**src/rtl/poly_pkg.sv**
```systemverilog
// Shared definitions for the polynomial command dispatcher: opcodes,
// status error codes, degree-table constants and controller states.
package poly_pkg;

    localparam logic [7:0] OP_STO = 8'd0;
    localparam logic [7:0] OP_EVP = 8'd1;
    localparam logic [7:0] OP_EVB = 8'd2;
    localparam logic [7:0] OP_RST = 8'd3;

    typedef enum logic [1:0] {
        ERR_OK    = 2'd0,
        ERR_INSTR = 2'd1,
        ERR_DEG   = 2'd2,
        ERR_EMPTY = 2'd3
    } err_e;

    localparam int         NUM_SLOTS = 8;
    localparam logic [3:0] N_EMPTY   = 4'd15;
    localparam logic [4:0] MAX_DEG   = 5'd10;

    typedef enum logic [2:0] {
        ST_IDLE   = 3'd0,
        ST_DECODE = 3'd1,
        ST_ISSUE  = 3'd2,
        ST_WAIT   = 3'd3,
        ST_REPORT = 3'd4
    } state_e;

    // Extract the 4-bit degree of one slot from the flat table bus.
    function automatic logic [3:0] slot_deg(input logic [31:0] tbl, input logic [2:0] slot);
        return tbl[{slot, 2'b00} +: 4];
    endfunction

endpackage

```
**src/rtl/slot_table.sv**
```systemverilog
// Degree table: eight 4-bit entries with one write port, a clear-all
// control and a flat read bus (slot k at bits [4k+3:4k]).
module slot_table
    import poly_pkg::*;
(
    input  logic        clk,
    input  logic        reset,
    input  logic        wr_en_i,
    input  logic [2:0]  wr_slot_i,
    input  logic [3:0]  wr_deg_i,
    input  logic        clr_i,
    output logic [31:0] n_table_o
);

    logic [3:0] deg_q [NUM_SLOTS];

    // Entry storage: empty on reset or clear, otherwise single-slot writes.
    always_ff @(posedge clk or negedge reset) begin
        if (!reset) begin
            for (int k = 0; k < NUM_SLOTS; k++) begin
                deg_q[k] <= N_EMPTY;
            end
        end else if (clr_i) begin
            for (int k = 0; k < NUM_SLOTS; k++) begin
                deg_q[k] <= N_EMPTY;
            end
        end else if (wr_en_i) begin
            deg_q[wr_slot_i] <= wr_deg_i;
        end else begin
            for (int k = 0; k < NUM_SLOTS; k++) begin
                deg_q[k] <= deg_q[k];
            end
        end
    end

    // Flatten the entries onto the read bus.
    always_comb begin
        n_table_o = 32'h0000_0000;
        for (int k = 0; k < NUM_SLOTS; k++) begin
            n_table_o[4*k +: 4] = deg_q[k];
        end
    end

endmodule

```
**src/rtl/cmd_dispatch_ctrl.sv**
```systemverilog
// Command dispatcher: accepts one command word, validates it against the
// degree table, launches the matching execution unit, waits for its done
// pulse and reports a status word. All outputs are registered.
module cmd_dispatch_ctrl
    import poly_pkg::*;
(
    input  logic        clk,
    input  logic        reset,
    input  logic        cmd_valid,
    input  logic [15:0] cmd_data,
    output logic        cmd_ready,
    output logic        start_sto,
    output logic        start_evp,
    output logic        start_evb,
    input  logic        done_sto,
    input  logic        done_evp,
    input  logic        done_evb,
    output logic [2:0]  op_slot,
    output logic [4:0]  op_arg,
    output logic [31:0] n_table,
    output logic        stat_valid,
    output logic [7:0]  stat_instr,
    output logic [1:0]  stat_error,
    input  logic        stat_ready
);

    state_e      state_q, state_d;
    logic [15:0] cmd_q, cmd_d;
    logic        cmd_ready_q, cmd_ready_d;
    logic [2:0]  start_q, start_d;        // {evb, evp, sto}
    logic [2:0]  op_slot_q, op_slot_d;
    logic [4:0]  op_arg_q, op_arg_d;
    logic        stat_valid_q, stat_valid_d;
    logic [7:0]  stat_instr_q, stat_instr_d;
    logic [1:0]  stat_error_q, stat_error_d;

    logic [7:0]  instr_s;
    logic [2:0]  arg1_s;
    logic [4:0]  arg2_s;
    logic [31:0] n_table_s;
    err_e        decode_err_s;
    logic        done_match_s;
    logic        tbl_we_s;
    logic        tbl_clr_s;

    assign instr_s = cmd_q[15:8];
    assign arg1_s  = cmd_q[7:5];
    assign arg2_s  = cmd_q[4:0];

    // Validate the captured command against the current table contents.
    // For EVB an empty slot is reported ahead of a zero batch size.
    always_comb begin
        decode_err_s = ERR_OK;
        case (instr_s)
            OP_STO: begin
                if (arg2_s > MAX_DEG) begin
                    decode_err_s = ERR_DEG;
                end else begin
                    decode_err_s = ERR_OK;
                end
            end
            OP_EVP: begin
                if (slot_deg(n_table_s, arg1_s) == N_EMPTY) begin
                    decode_err_s = ERR_EMPTY;
                end else begin
                    decode_err_s = ERR_OK;
                end
            end
            OP_EVB: begin
                if (slot_deg(n_table_s, arg1_s) == N_EMPTY) begin
                    decode_err_s = ERR_EMPTY;
                end else if (arg2_s == 5'd0) begin
                    decode_err_s = ERR_DEG;
                end else begin
                    decode_err_s = ERR_OK;
                end
            end
            OP_RST:  decode_err_s = ERR_OK;
            default: decode_err_s = ERR_INSTR;
        endcase
    end

    // Select the done pulse of the unit that the captured command targets.
    always_comb begin
        done_match_s = 1'b0;
        case (instr_s)
            OP_STO:  done_match_s = done_sto;
            OP_EVP:  done_match_s = done_evp;
            OP_EVB:  done_match_s = done_evb;
            default: done_match_s = 1'b0;
        endcase
    end

    // Next-state, table control and next values of the registered outputs.
    always_comb begin
        state_d      = state_q;
        cmd_d        = cmd_q;
        start_d      = 3'b000;
        op_slot_d    = op_slot_q;
        op_arg_d     = op_arg_q;
        stat_instr_d = stat_instr_q;
        stat_error_d = stat_error_q;
        tbl_we_s     = 1'b0;
        tbl_clr_s    = 1'b0;
        case (state_q)
            ST_IDLE: begin
                if (cmd_valid && cmd_ready_q) begin
                    cmd_d   = cmd_data;
                    state_d = ST_DECODE;
                end else begin
                    state_d = ST_IDLE;
                end
            end
            ST_DECODE: begin
                if (decode_err_s != ERR_OK) begin
                    state_d      = ST_REPORT;
                    stat_instr_d = instr_s;
                    stat_error_d = decode_err_s;
                end else if (instr_s == OP_RST) begin
                    state_d      = ST_REPORT;
                    tbl_clr_s    = 1'b1;
                    stat_instr_d = instr_s;
                    stat_error_d = ERR_OK;
                end else begin
                    state_d   = ST_ISSUE;
                    op_slot_d = arg1_s;
                    op_arg_d  = arg2_s;
                    case (instr_s)
                        OP_STO:  start_d = 3'b001;
                        OP_EVP:  start_d = 3'b010;
                        OP_EVB:  start_d = 3'b100;
                        default: start_d = 3'b000;
                    endcase
                end
            end
            ST_ISSUE, ST_WAIT: begin
                // A done arriving during ISSUE is honoured just like one in WAIT.
                if (done_match_s) begin
                    state_d      = ST_REPORT;
                    stat_instr_d = instr_s;
                    stat_error_d = ERR_OK;
                    if (instr_s == OP_STO) begin
                        tbl_we_s = 1'b1;
                    end else begin
                        tbl_we_s = 1'b0;
                    end
                end else begin
                    state_d = ST_WAIT;
                end
            end
            ST_REPORT: begin
                if (stat_ready) begin
                    state_d = ST_IDLE;
                end else begin
                    state_d = ST_REPORT;
                end
            end
            default: state_d = ST_IDLE;
        endcase
        cmd_ready_d  = (state_d == ST_IDLE);
        stat_valid_d = (state_d == ST_REPORT);
    end

    // Controller state and registered outputs.
    always_ff @(posedge clk or negedge reset) begin
        if (!reset) begin
            state_q      <= ST_IDLE;
            cmd_q        <= 16'h0000;
            cmd_ready_q  <= 1'b0;
            start_q      <= 3'b000;
            op_slot_q    <= 3'd0;
            op_arg_q     <= 5'd0;
            stat_valid_q <= 1'b0;
            stat_instr_q <= 8'd0;
            stat_error_q <= 2'd0;
        end else begin
            state_q      <= state_d;
            cmd_q        <= cmd_d;
            cmd_ready_q  <= cmd_ready_d;
            start_q      <= start_d;
            op_slot_q    <= op_slot_d;
            op_arg_q     <= op_arg_d;
            stat_valid_q <= stat_valid_d;
            stat_instr_q <= stat_instr_d;
            stat_error_q <= stat_error_d;
        end
    end

    slot_table u_slot_table (
        .clk       (clk),
        .reset     (reset),
        .wr_en_i   (tbl_we_s),
        .wr_slot_i (arg1_s),
        .wr_deg_i  (arg2_s[3:0]),
        .clr_i     (tbl_clr_s),
        .n_table_o (n_table_s)
    );

    assign cmd_ready  = cmd_ready_q;
    assign start_sto  = start_q[0];
    assign start_evp  = start_q[1];
    assign start_evb  = start_q[2];
    assign op_slot    = op_slot_q;
    assign op_arg     = op_arg_q;
    assign n_table    = n_table_s;
    assign stat_valid = stat_valid_q;
    assign stat_instr = stat_instr_q;
    assign stat_error = stat_error_q;

endmodule

```
**config.mk**
```make
export PLATFORM = sky130hd
export DESIGN_NAME = cmd_dispatch_ctrl
export DESIGN_NICKNAME = d
export VERILOG_FILES = /design/src/rtl/poly_pkg.sv /design/src/rtl/slot_table.sv /design/src/rtl/cmd_dispatch_ctrl.sv
export SDC_FILE = /design/constraint.sdc
export NUM_CORES = 1
export LEC_CHECK = 0
export CORE_AREA = 2 2 87 89
export CTS_CLUSTER_SIZE = 40
export DETAILED_ROUTE_END_ITERATION = 8
export DIE_AREA = 0 0 89 91
export PLACE_DENSITY = 0.84
export SYNTH_ARGS = -nofsm -noshare
export SYNTH_HDL_FRONTEND = slang
export SYNTH_SLANG_ARGS = --single-unit
```
**constraint.sdc**
```tcl
create_clock -name clk -period 2.5 [get_ports clk]
set_input_delay 0.5 -clock clk [delete_from_list [all_inputs] [get_ports clk]]
set_output_delay 0.5 -clock clk [all_outputs]
set_load 0.02 [all_outputs]
```
==> flow_metrics.env, run 1 <==
export IMPL_status="completed"
export IMPL_ys_types=45
export IMPL_clock_sinks=74
export IMPL_clkTransAtPathRegs_ps=80
export IMPL_wirelength_um=8140
export IMPL_synth_top_area_share_pct=30.3
export IMPL_vdd_drop_max_v=0.000366
export IMPL_hold_path_class="input port to async pin"
export IMPL_rows=31
export IMPL_start_kind="flop"
export IMPL_antenna_found_initial=0
export IMPL_num_vias=2654
export IMPL_diodes=0
export IMPL_finalPower_mw=4.60
export IMPL_fmax_ghz=0.431
export IMPL_place_ws_ps=188
export IMPL_dp_hpwl_um=5980
export IMPL_cts_tree="done"
export IMPL_leakagePower_nw=1.98
export IMPL_p_per_area_mw_per_mm2=996
export IMPL_fin_nets=414
export IMPL_hold_viol=0
export IMPL_overflow=0
export IMPL_fin_skew_ps=6.45
export IMPL_drcViolationCount=0
export IMPL_die_h_um=91
export IMPL_cts_root_buf="clkbuf_8"
export IMPL_slew_viol_final=0
export IMPL_clock_path_buffers=2
export IMPL_yosysSeqAreaShare_pct=54.6
export IMPL_grt_max_degree=33
export IMPL_fin_crit_ps=2320
export IMPL_synthTopCellsByCount="nand2_1 (62), dfrtp_1 (42), mux2i_1 (37)"
export IMPL_finalSetupViolations=0
export IMPL_hold_slack_ps=203
export IMPL_io_pins=78
export IMPL_drtAntennaViolNets=0
export IMPL_grt_pass1_wl_um=13300
export IMPL_start_util_pct=48.6
export IMPL_htreeDepth=3
export IMPL_yosys_area_top_type="dfrtp_1"
export IMPL_ys_ff_latch=74
export IMPL_worstMarginPinSlew_ps=722
export IMPL_fin_crit_sh_pct=92.8
export IMPL_yosysWarningCount=0
export IMPL_worstPathRequired_ps=2740
export IMPL_core_mm2=0.00714
export IMPL_syn_to_final_growth_pct=33.1
export IMPL_grt_use_total_pct=21.4
export IMPL_syn_instance_count=306
export IMPL_slew_headroom_pct=51.9
export IMPL_netlist_top_cells_area="dfrtp_1 (30%), dfstp_2 (24%), mux2i_1 (11%)"
export IMPL_die_x_um=89
export IMPL_setup_tns_ps=0
export IMPL_grt_setup_unrepaired="no"
export IMPL_synth_async_reset_ratio_pct=100
export IMPL_arrival_ps=2560
export IMPL_post_synth_top_count_cell="nand2_1"
export IMPL_end_kind="flop"
export IMPL_setup_slack_ps=181
export IMPL_first_iter_violations=224
export IMPL_routedWlPerCell_um=16.5
export IMPL_cts_inserted_buffers=9
export IMPL_path_class="flop to flop"
export IMPL_final_cells=495
export IMPL_cp_max_fo=7
export IMPL_grt_pass1_vias=2699
export IMPL_post_place_cells=479
export IMPL_gp_congestion=0.917
export IMPL_synth_area_mm2=0.00347
export IMPL_syn_area_per_cell_um2=11.3
export IMPL_synth_edf_count=0
export IMPL_clkLatencyLatePin_ps=350
export IMPL_port_buffer_count=77
export IMPL_vias_per_cell=5.36
export IMPL_drive_gt1_share_pct=24.5
export IMPL_dieArea_mm2=0.00810
export IMPL_dr_pass1_iters=4
export IMPL_synth_nets=329
export IMPL_ys_flop_type="dfrtp_1"
export IMPL_maxCapViolations=0
==> state kept, by name, summed over array words and instances, names as in the netlist <==
name and flops:
start_q 3, op_arg 5, cmd_q 16, stat_instr 8, stat_error 2, stat_valid 1
state_q 3, u_slot_table.n_table_o 32, cmd_ready 1, op_slot 3
==> layer usage <==
metal / GRT usage, % / up-vias / wire length (um)
met5: 0 / - / 0
met4: 4.85 / 0 / 51
met3: 5.82 / 5 / 577
met2: 33.8 / 117 / 3930
met1: 29.7 / 1296 / 3590
li1: - / 1236 / -
==> worst max-delay path, stage by stage, from the launching register on <==
cell	delay, ps
dfrtp_1	400
or4_4	560
or3_4	380
a21oi_4	230
o21ai_2	150
nor2_2	180
mux2_4	310
==> final timing paths <==
kind,slack (ps),end,startpoint,depth (start not counted)
max,180,stat_instr[0],cmd_q[13],6
max reg2reg,180,stat_instr[0],cmd_q[13],6
min reg2reg,490,stat_error[0],stat_error[0],1
max in group asynchronous,1570,u_slot_table.n_table_o[5],reset,2
min,200,cmd_ready,reset,1
min in group clk,490,stat_error[0],stat_error[0],1
==> power breakdown <==
part | switching (mW) | internal, mW
Clock | 0.447 | 0.559
Sequential | 0.382 | 1.50
Combinational | 0.879 | 0.826
==> layout by cell type, fill, tap and decap left out, types with 4 or more instances in the layout <==
master,netlist,layout
mux2_2,21,21
o211ai_1,5,5
nand3b_1,5,5
inv_1,4,4
dfrtp_1,42,41
clkdlybuf4s50_1,0,76
buf_4,1,11
o21ai_0,14,14
dfstp_2,32,32
a21oi_1,9,9
nor2_1,9,9
nand2_1,62,62
clkbuf_8,0,9
nand3_1,10,10
mux2i_1,37,37
==> cells by family after synthesis <==
logic type / Yosys count / share of synthesized area, %
AOI/OAI and AO/OA: 44 / 8.16
xor gates and xnor gates: 1 / 0.253
buffers and inverters: 19 / 2.31
and+or+nand+nor: 109 / 16.8
muxes: 59 / 17.9
DFF: 74 / 54.6
==> final cells by class <==
class,instances,area [um2]
sequential,74,1890
inverter,4,15.0
clock inverter,7,93.8
timing repair buffer,89,868
fill,599,2520
multi-input combinational,213,1500
tap,99,124
clock buffer,9,124
==> per-stage QoR <==
stage	instance area [um2]	utilization, %
after floorplan	3470	-
after global placement	4390	61.6
after detailed placement	4390	61.6
after CTS	4610	64.6
after global routing	4610	64.6
final	4610	64.6
==> what timing repair did <==
item,in CTS,in global routing
buffers inserted,0,0
hold buffers,0,0
setup endpoints to repair,0,5
hold endpoints to repair,0,0
resized for setup,0,1
Power figures use the tool's default switching activity.
==> run 2, diff against run 1 <==
--- a/config.mk
+++ b/config.mk
@@ -5,10 +5,10 @@
 export SDC_FILE = /design/constraint.sdc
 export NUM_CORES = 1
 export LEC_CHECK = 0
-export CORE_AREA = 2 2 87 89
+export CORE_AREA = 8 8 93 95
 export CTS_CLUSTER_SIZE = 40
 export DETAILED_ROUTE_END_ITERATION = 8
-export DIE_AREA = 0 0 89 91
+export DIE_AREA = 0 0 101 103
 export PLACE_DENSITY = 0.84
 export SYNTH_ARGS = -nofsm -noshare
 export SYNTH_HDL_FRONTEND = slang
==> run 2 against run 1 <==
Final cell count up 0.20%. Routed wire length up 10%. Worst hold slack worse by 22 ps. Via count grew 1.4%. Total power grew 4.1%. Core utilization rose by 0.53 points. Sequential power is 3% higher. First-iteration DRC count fell by 55%. Maximum frequency down 1.1%. Largest power group unchanged. Combinational power hardly changed. Clock-buffer cell count unchanged.
==> flow_metrics.env, run 2 (synthesized netlist as in run 1, its figures left out) <==
export IMPL_start_kind="flop"
export IMPL_path_class="flop to flop"
export IMPL_leakagePower_nw=2.00
export IMPL_gp_congestion=0.875
export IMPL_final_common_cell="clkdlybuf4s50_1"
export IMPL_grt_setup_unrepaired="no"
export IMPL_grt_pass1_wl_um=14200
export IMPL_grt_max_degree=34
export IMPL_drtAntennaViolNets=0
export IMPL_num_vias=2690
export IMPL_wirelength_um=8960
export IMPL_cp_max_fo=7
export IMPL_hold_viol=0
export IMPL_die_x_um=101
export IMPL_vdd_drop_max_v=0.000372
export IMPL_fmax_ghz=0.426
export IMPL_clock_sinks=74
export IMPL_dpl_cell_area_mm2=0.00440
export IMPL_fin_crit_ps=2350
export IMPL_rows=31
export IMPL_status="completed"
export IMPL_max_stage_delay_ps=570
export IMPL_fin_area_mm2=0.00465
export IMPL_dp_hpwl_um=6560
export IMPL_slew_viol_final=0
export IMPL_path_delay_family="simple AND/OR/NAND/NOR gates"
export IMPL_setup_tns_ps=0
export IMPL_first_iter_violations=100
export IMPL_path_cells="or4_4 > or3_4 > a21oi_4 > o21ai_2 > nor2_2 > mux2_4"
export IMPL_drive_gt1_share_pct=24.7
export IMPL_r2r_start="cmd_q[13]"
export IMPL_vias_per_cell=5.42
export IMPL_end_kind="flop"
export IMPL_clkLatencyLatePin_ps=360
export IMPL_topRoutingLayerUsed="met4"
export IMPL_worstMarginPinSlew_ps=695
export IMPL_fin_nets=415
export IMPL_routedWlPerCell_um=18.1
export IMPL_crit_start="cmd_q[13]"
export IMPL_hold_path_class="input port to async pin"
export IMPL_critPathBufInv=0
export IMPL_arrival_ps=2590
export IMPL_p_per_area_mw_per_mm2=1030
export IMPL_core_mm2=0.00714
export IMPL_maxCapViolations=0
export IMPL_wl_met3_um=528
export IMPL_fin_skew_ps=14.7
export IMPL_htreeDepth=3
export IMPL_fin_util_pct=65.2
export IMPL_cts_inserted_buffers=9
export IMPL_met2_length_um=4360
export IMPL_die_h_um=103
export IMPL_drcViolationCount=0
export IMPL_hold_slack_ps=181
export IMPL_dieArea_mm2=0.0104
export IMPL_start_util_pct=48.6
export IMPL_finalSetupViolations=0
export IMPL_slew_headroom_pct=53.7
export IMPL_final_cell_mix="clkdlybuf4s50_1 (76), nand2_1 (62), dfrtp_1 (41), mux2i_1 (37), dfstp_2 (32)"
export IMPL_cts_tree="done"
export IMPL_syn_to_final_growth_pct=34.1
export IMPL_diodes=0
export IMPL_met1_length_um=3960
export IMPL_cts_root_buf="clkbuf_8"
export IMPL_grt_pass1_vias=2744
export IMPL_clock_path_buffers=2
export IMPL_worstPathRequired_ps=2740
export IMPL_grt_use_total_pct=17.8
export IMPL_port_buffer_count=77
export IMPL_fin_crit_sh_pct=93.8
export IMPL_clkTransAtPathRegs_ps=90
export IMPL_slowest_stage="or4_4"
export IMPL_antenna_found_initial=0
export IMPL_io_pins=78
export IMPL_largest_register_ffs=32
export IMPL_dr_pass1_iters=4
export IMPL_overflow=0
export IMPL_finalPower_mw=4.79
-- run 2: layer usage --
layer	GRT usage, %	vias up
met5	0	-
met4	7.90	0
met3	4.19	10
met2	29.8	106
met1	21.5	1327
li1	-	1247
-- run 2: power by group --
group | switching [mW] | leakage [nW] | internal, mW | total [mW]
clock | 0.484 | 0.120 | 0.671 | 1.15
combinational | 0.864 | 1.02 | 0.839 | 1.70
sequential | 0.428 | 0.865 | 1.50 | 1.93
-- run 2: area by class of cell --
class                   count  area, um2
clock buffers               9        124
clock inverters             7        124
fillers                   581       2490
inverters                   4       15.0
multi-input cells         213       1500
flip-flops and latches     74       1890
well taps                  99        124
repair buffers             90        876
-- run 2: what timing repair did --
item                       CTS  global route
buffers inserted             0             0
setup endpoints to repair    1             0
resized for setup            1             0
hold buffers                 0             0
-- run 2: worst paths after layout --
| check | to | slack [ps] | cells after the start |
|---|---|---|---|
| min in group clk | stat_error[0] | 490 | 1 |
| max | stat_instr[0] | 150 | 6 |
| min reg2reg | stat_error[0] | 490 | 1 |
| max in group asynchronous | u_slot_table.n_table_o[15] | 1580 | 2 |
| max reg2reg | stat_instr[0] | 150 | 6 |
| min | stat_valid | 180 | 1 |
-- run 2: through the flow --
step	setup WS, ps	std cells
global placement	213	480
floorplan	343	306
detailed placement	23.1	480
global route	43.1	496
CTS	161	496
finish	155	496
==> run 3, diff against run 2 <==
--- a/config.mk
+++ b/config.mk
@@ -10,6 +10,7 @@
 export DETAILED_ROUTE_END_ITERATION = 8
 export DIE_AREA = 0 0 101 103
 export PLACE_DENSITY = 0.84
+export SKIP_CTS_REPAIR_TIMING = 1
 export SYNTH_ARGS = -nofsm -noshare
 export SYNTH_HDL_FRONTEND = slang
 export SYNTH_SLANG_ARGS = --single-unit
==> results of run 3 <==
Same layout as run 2: the final DEF is identical, and so are final timing and power.
Main changes from that run: met1 usage 21.5% -> 21.6%
